File: src/rtl/result_uart_packetizer.sv
// Pairs the sphere-surface and plane-surface results and ships each pair to the host
// as an 11-byte 8N1 UART frame: A5 5A surf[31:0] plane[31:0] xor-checksum.
module result_uart_packetizer #(
    parameter int CLKS_PER_BIT = 868
) (
    input  logic        clk,
    input  logic        reset,
    input  logic [31:0] surf_data,
    input  logic        surf_valid,
    input  logic [31:0] plane_data,
    input  logic        plane_valid,
    output logic        uart_tx,
    output logic        busy,
    output logic        frame_sent,
    output logic        overrun
);

    typedef enum logic [1:0] {IDLE, START, DATA, STOP} state_t;

    localparam logic [15:0] BIT_LAST = 16'(CLKS_PER_BIT - 1);

    state_t      state, state_next;
    logic [15:0] baud_cnt;
    logic [2:0]  bit_idx;
    logic [3:0]  byte_idx;
    logic [7:0]  tx_byte;
    logic [7:0]  csum;
    logic [63:0] payload;
    logic [31:0] surf_hold, plane_hold;
    logic        surf_pend, plane_pend;
    logic        bit_done, start_frame, frame_done;
    logic [7:0]  snap_csum;

    assign bit_done    = (baud_cnt == 16'd0);
    assign start_frame = (state == IDLE) && surf_pend && plane_pend;
    assign frame_done  = (state == STOP) && bit_done && (byte_idx == 4'd10);
    assign snap_csum   = surf_hold[31:24] ^ surf_hold[23:16] ^ surf_hold[15:8] ^ surf_hold[7:0]
                       ^ plane_hold[31:24] ^ plane_hold[23:16] ^ plane_hold[15:8] ^ plane_hold[7:0];

    // NOTE: sequential state uses non-blocking assignments so every register samples pre-edge values.
    always_ff @(posedge clk) begin
        if (reset) state <= IDLE;
        else       state <= state_next;
    end

    // NOTE: every output of this block gets a default first, so no path can infer a latch.
    always_comb begin
        state_next = state;
        uart_tx    = 1'b1;
        busy       = (state != IDLE);
        case (state)
            IDLE:  if (start_frame) state_next = START;
            START: begin
                uart_tx = 1'b0;
                if (bit_done) state_next = DATA;
            end
            DATA: begin
                uart_tx = tx_byte[0];
                if (bit_done && bit_idx == 3'd7) state_next = STOP;
            end
            STOP:  if (bit_done) state_next = (byte_idx == 4'd10) ? IDLE : START;
            default: state_next = IDLE;
        endcase
    end

    // Capture side runs in every state; a set in the frame-start cycle wins over the clear.
    always_ff @(posedge clk) begin
        if (reset) begin
            surf_hold  <= '0;
            plane_hold <= '0;
            surf_pend  <= 1'b0;
            plane_pend <= 1'b0;
            overrun    <= 1'b0;
        end else begin
            if (surf_valid)  surf_hold  <= surf_data;
            if (plane_valid) plane_hold <= plane_data;
            surf_pend  <= surf_valid  | (surf_pend  & ~start_frame);
            plane_pend <= plane_valid | (plane_pend & ~start_frame);
            if (((surf_valid && surf_pend) || (plane_valid && plane_pend)) && !start_frame)
                overrun <= 1'b1;
        end
    end

    // Transmit datapath works only from the snapshot, so live captures never disturb a frame.
    always_ff @(posedge clk) begin
        if (reset) begin
            baud_cnt   <= '0;
            bit_idx    <= '0;
            byte_idx   <= '0;
            tx_byte    <= '0;
            csum       <= '0;
            payload    <= '0;
            frame_sent <= 1'b0;
        end else begin
            frame_sent <= frame_done;
            if (start_frame) begin
                baud_cnt <= BIT_LAST;
                bit_idx  <= '0;
                byte_idx <= '0;
                tx_byte  <= 8'hA5;
                payload  <= {surf_hold, plane_hold};
                csum     <= snap_csum;
            end else if (state != IDLE) begin
                if (!bit_done) begin
                    baud_cnt <= baud_cnt - 16'd1;
                end else begin
                    baud_cnt <= BIT_LAST;
                    if (state == DATA) begin
                        tx_byte <= tx_byte >> 1;
                        bit_idx <= bit_idx + 3'd1;
                    end
                    if (state == STOP && byte_idx != 4'd10) begin
                        byte_idx <= byte_idx + 4'd1;
                        case (byte_idx)
                            4'd0:    tx_byte <= 8'h5A;
                            4'd9:    tx_byte <= csum;
                            default: begin
                                tx_byte <= payload[63:56];
                                payload <= {payload[55:0], 8'h00};
                            end
                        endcase
                    end
                end
            end
        end
    end

endmodule

File: config.mk
export PLATFORM = sky130hd
export DESIGN_NAME = result_uart_packetizer
export DESIGN_NICKNAME = d
export VERILOG_FILES = /design/src/rtl/result_uart_packetizer.sv
export SDC_FILE = /design/constraint.sdc
export NUM_CORES = 1
export LEC_CHECK = 0
export CAP_MARGIN = 20
export CORE_ASPECT_RATIO = 0.7
export CORE_MARGIN = 10
export CORE_UTILIZATION = 58
export DETAILED_ROUTE_END_ITERATION = 10
export GPL_TIMING_DRIVEN = 0
export PLACE_DENSITY = 0.8
export SYNTH_ARGS = -nofsm -noshare
export SYNTH_HDL_FRONTEND = slang
export SYNTH_SLANG_ARGS = --single-unit
File: constraint.sdc
create_clock -name clk -period 2.85 [get_ports clk]
set_input_delay 0.855 -clock clk [delete_from_list [all_inputs] [get_ports clk]]
set_output_delay 0.855 -clock clk [all_outputs]
set_load 0.02 [all_outputs]
==> impl_metrics.py, run 1 <==
metrics = {
    "setup_path": {
        "worst_setup_path_start_kind": "input port",
        "r2r_start": "byte_idx[1]",
        "arrival_ps": 3020,
        "setup.worst_path.end_class": "register",
        "reg2reg_to": "payload[45]",
        "cp_num_cells": 5,
        "crit_path_max_fanout": 10,
        "cp_num_buf_inv": 4,
        "crit_chain": "clkdlybuf4s50_1 > clkbuf_1 > clkbuf_1 > clkbuf_1 > nor2_1",
        "cp_common_cell": "clkbuf_1",
        "ff2ff_setup_slack_ps": 220,
        "critPathLaunch": "reset",
        "crit_family": "buffers and inverters",
        "max_stage_delay_ps": 610,
        "cp.required_ps": 3150,
        "cp-endpoint": "plane_hold[31]",
        "slowest_stage": "clkbuf_1",
        "path_class": "in -> reg",
        "worstRegToRegCells": 8,
    },
    "flow_run": {
        "maxCapViolCount": 0,
    },
    "yosys": {
        "yosys.area_share.simple": 0.1233,
        "synth_area_leaders": "dfxtp_1 (43%), mux2i_1 (8.4%), a211oi_1 (7.2%)",
        "synth_nets": 966,
        "ys.flop_type": "dfxtp_1",
        "synth_area_per_cell_sq_um": 8.993,
        "synth_edf_count": 0,
        "ys_ff_latch": 173,
        "syn_inst": 886,
        "synth_top_family_by_area": "compound AO/OA/AOI/OAI gates",
        "synthMuxAreaShare": 0.08558,
        "yosysWarnings": 0,
        "synth_common_cells": "dfxtp_1 (173), nor2_1 (148), a211oi_1 (76)",
        "ys_types": 53,
        "synth_top_area_share": 0.4347,
        "yosys.area_share.adder": 0.01884,
        "yosysTopAreaCell": "dfxtp_1",
        "synth.most_common_cell": "dfxtp_1",
        "synth_compound_area_frac": 0.2156,
        "synthesis.area_sq_um": 7968,
        "yosysSeqAreaShare": 0.4347,
        "synthXorXnorAreaFrac": 0.07475,
        "async_flop_share": 0,
    },
    "die": {
        "die_height_um": 118.1,
        "start_util": 0.5985,
        "die_x_um": 160.1,
        "dieArea_sq_um": 18900,
        "core_sq_um": 13310,
        "ios": 72,
        "rows": 35,
    },
    "clock_network": {
        "cts_buffer_depth": 2,
        "cts_buffers": 17,
        "cts_tree": "yes",
        "cts_root_buffer": "clkbuf_16",
        "clock-sinks": 173,
        "cts_max_level": 4,
        "clk_latency_ps": 440,
        "path_clk_slew_ps": 70,
        "ctsHoldBuffers": 0,
    },
    "place": {
        "postPlaceCellArea_sq_um": 8890,
        "dpl.cell_count": 1140,
        "dp_hpwl_um": 16270,
        "place_congestion": 0.9015,
        "dp_slack_ps": -207.0,
        "io_buffers": 69,
    },
    "routing": {
        "totalWireLength_um": 22940,
        "dr.pass1.iters": 6,
        "route.vias.total": 7203,
        "wl_per_cell_um": 19.54,
        "viasPerCell": 6.135,
        "ant_nets": 0,
        "drt_iter0_markers": 846,
        "drc": 0,
    },
    "global_route": {
        "grt_max_degree": 17,
        "gr-total-overflow": 0,
        "grt_antenna_before_repair": 0,
        "grt_pass1_vias": 6809,
        "track_usage": 0.2335,
        "grt_pass1_wl_um": 36650,
    },
    "timing": {
        "hold_violations": 0,
        "max_freq_mhz": 367.7,
        "rsz0062_at_grt": "true",
        "period_needed_ps": 2720,
        "holdWs_ps": 483.2,
        "clock_skew_ps": 10.99,
        "worst_slew_pin_slew_ps": 998.7,
        "slew_violations": 0,
        "final.setup.tns_ps": 0,
        "setup_ws_ps": 130.3,
        "relSlewSlack": 0.3280,
        "fin_crit_sh": 0.9543,
        "setup-violations-final": 0,
    },
    "power_and_ir_drop": {
        "power_leakage_nw": 3.474,
        "finalPower_mw": 7.296,
        "vdd_ir_drop_max_v": 0.0004909,
        "pwr_density_cell_nw_per_um2": 767.2,
    },
    "min_path": {
        "hp-class": "reg -> reg",
    },
    "final_layout": {
        "finish.utilization": 0.7143,
        "nets": 1056,
        "antenna_cells": 0,
        "nFillCells": 1058,
        "final_area_sq_um": 9509,
        "finalNonFillerCells": 1174,
        "syn_to_final_growth_pct": 19.35,
        "layout-drive-gt1-share": 0.06269,
    },
    "run_status": {
        "status": "completed",
    },
}
-- registers in the layout (all words and copies together) (netlist names) --
| signal | count |
|---|---|
| csum | 8 |
| baud_cnt | 16 |
| surf_hold | 32 |
| byte_idx | 4 |
| surf_pend | 1 |
| payload | 64 |
| bit_idx | 3 |
| tx_byte | 8 |
| state | 2 |
| plane_hold | 32 |
| overrun | 1 |
| plane_pend | 1 |
| frame_sent | 1 |
-- layout make-up --
cell class / count / area (sq um) / share of cell area
Multi-Input combinational cell: 626 / 4135 / 0.4349
Sequential cell: 173 / 3465 / 0.3643
Timing Repair Buffer: 71 / 704.4 / 0.07408
Clock buffer: 19 / 442.9 / 0.04658
Buffer: 77 / 340.3 / 0.03579
Tap cell: 185 / 231.5 / 0.02434
Clock inverter: 13 / 151.4 / 0.01592
Inverter: 10 / 38.79 / 0.004079
-- how the worst min path moves through the flow --
stage                            from  depth (start not counted)          end
after global placement     bit_idx[1]                          2   bit_idx[1]
after global routing      payload[56]                          2  payload[56]
after floorplan            tx_byte[7]                          2   tx_byte[7]
final                      bit_idx[2]                          2   bit_idx[2]
after CTS                 payload[32]                          2  payload[32]
after detailed placement   bit_idx[2]                          2   bit_idx[2]
-- worst min-delay path, delay by kind of cell, from the launching register on --
kind           cells  cell delay, ps
AO/OA/AOI/OAI      2             130
flip-flops         1             310
-- power by group --
group	internal (mW)	total, mW	leakage (nW)	switching [mW]
combinational	0.787	1.95	1.78	1.16
sequential	2.68	2.96	1.42	0.279
clock	1.33	2.38	0.278	1.05
-- metal layers --
metal | vias up | global-route usage | wire [um]
met5 | - | 0 | 0
met4 | 0 | 0.05664 | 295
met3 | 35 | 0.06080 | 2293
met2 | 355 | 0.3322 | 9600
met1 | 3432 | 0.3399 | 10750
li1 | 3381 | - | -
-- timing repair --
item | 4_1_cts | 5_1_grt
pin swaps | 0 | 1
cloned | 0 | 0
endpoints found under the hold margin | 0 | 0
endpoints found under the setup margin | 2 | 52
buffers inserted | 0 | 2
resized for setup | 4 | 5
-- cells in the final DEF, fill, tap and decap left out, types with 13 or more instances in the layout --
master           instances
a211oi_1                75
a21oi_1                 30
a31oi_1                 61
clkbuf_1                61
clkbuf_16               17
clkdlybuf4s50_1         67
dfxtp_1                172
mux2i_1                 67
nand2_1                 14
nor2_1                 148
o211ai_1                13
o21ai_0                 64
xnor2_1                 59
-- cell families (layout without fill, tap and decap cells) --
kind of cell / after synthesis / after routing
AO/OA/AOI/OAI: 268 / 268
AND/OR/NAND/NOR: 210 / 210
flip-flops: 173 / 173
buffers and inverters: 87 / 190
XOR/XNOR: 68 / 68
multiplexers: 68 / 68
adder cells (fa/ha/maj): 12 / 12
Note: power is estimated with default switching activity, not from simulation.
==> run 2, diff against run 1 <==
--- a/config.mk
+++ b/config.mk
@@ -10,6 +10,7 @@
 export CORE_MARGIN = 10
 export CORE_UTILIZATION = 58
 export DETAILED_ROUTE_END_ITERATION = 10
+export GPL_ROUTABILITY_DRIVEN = 0
 export GPL_TIMING_DRIVEN = 0
 export PLACE_DENSITY = 0.8
 export SYNTH_ARGS = -nofsm -noshare
==> results of run 2 <==
No change in the layout: final DEF, timing and power equal those of run 1.
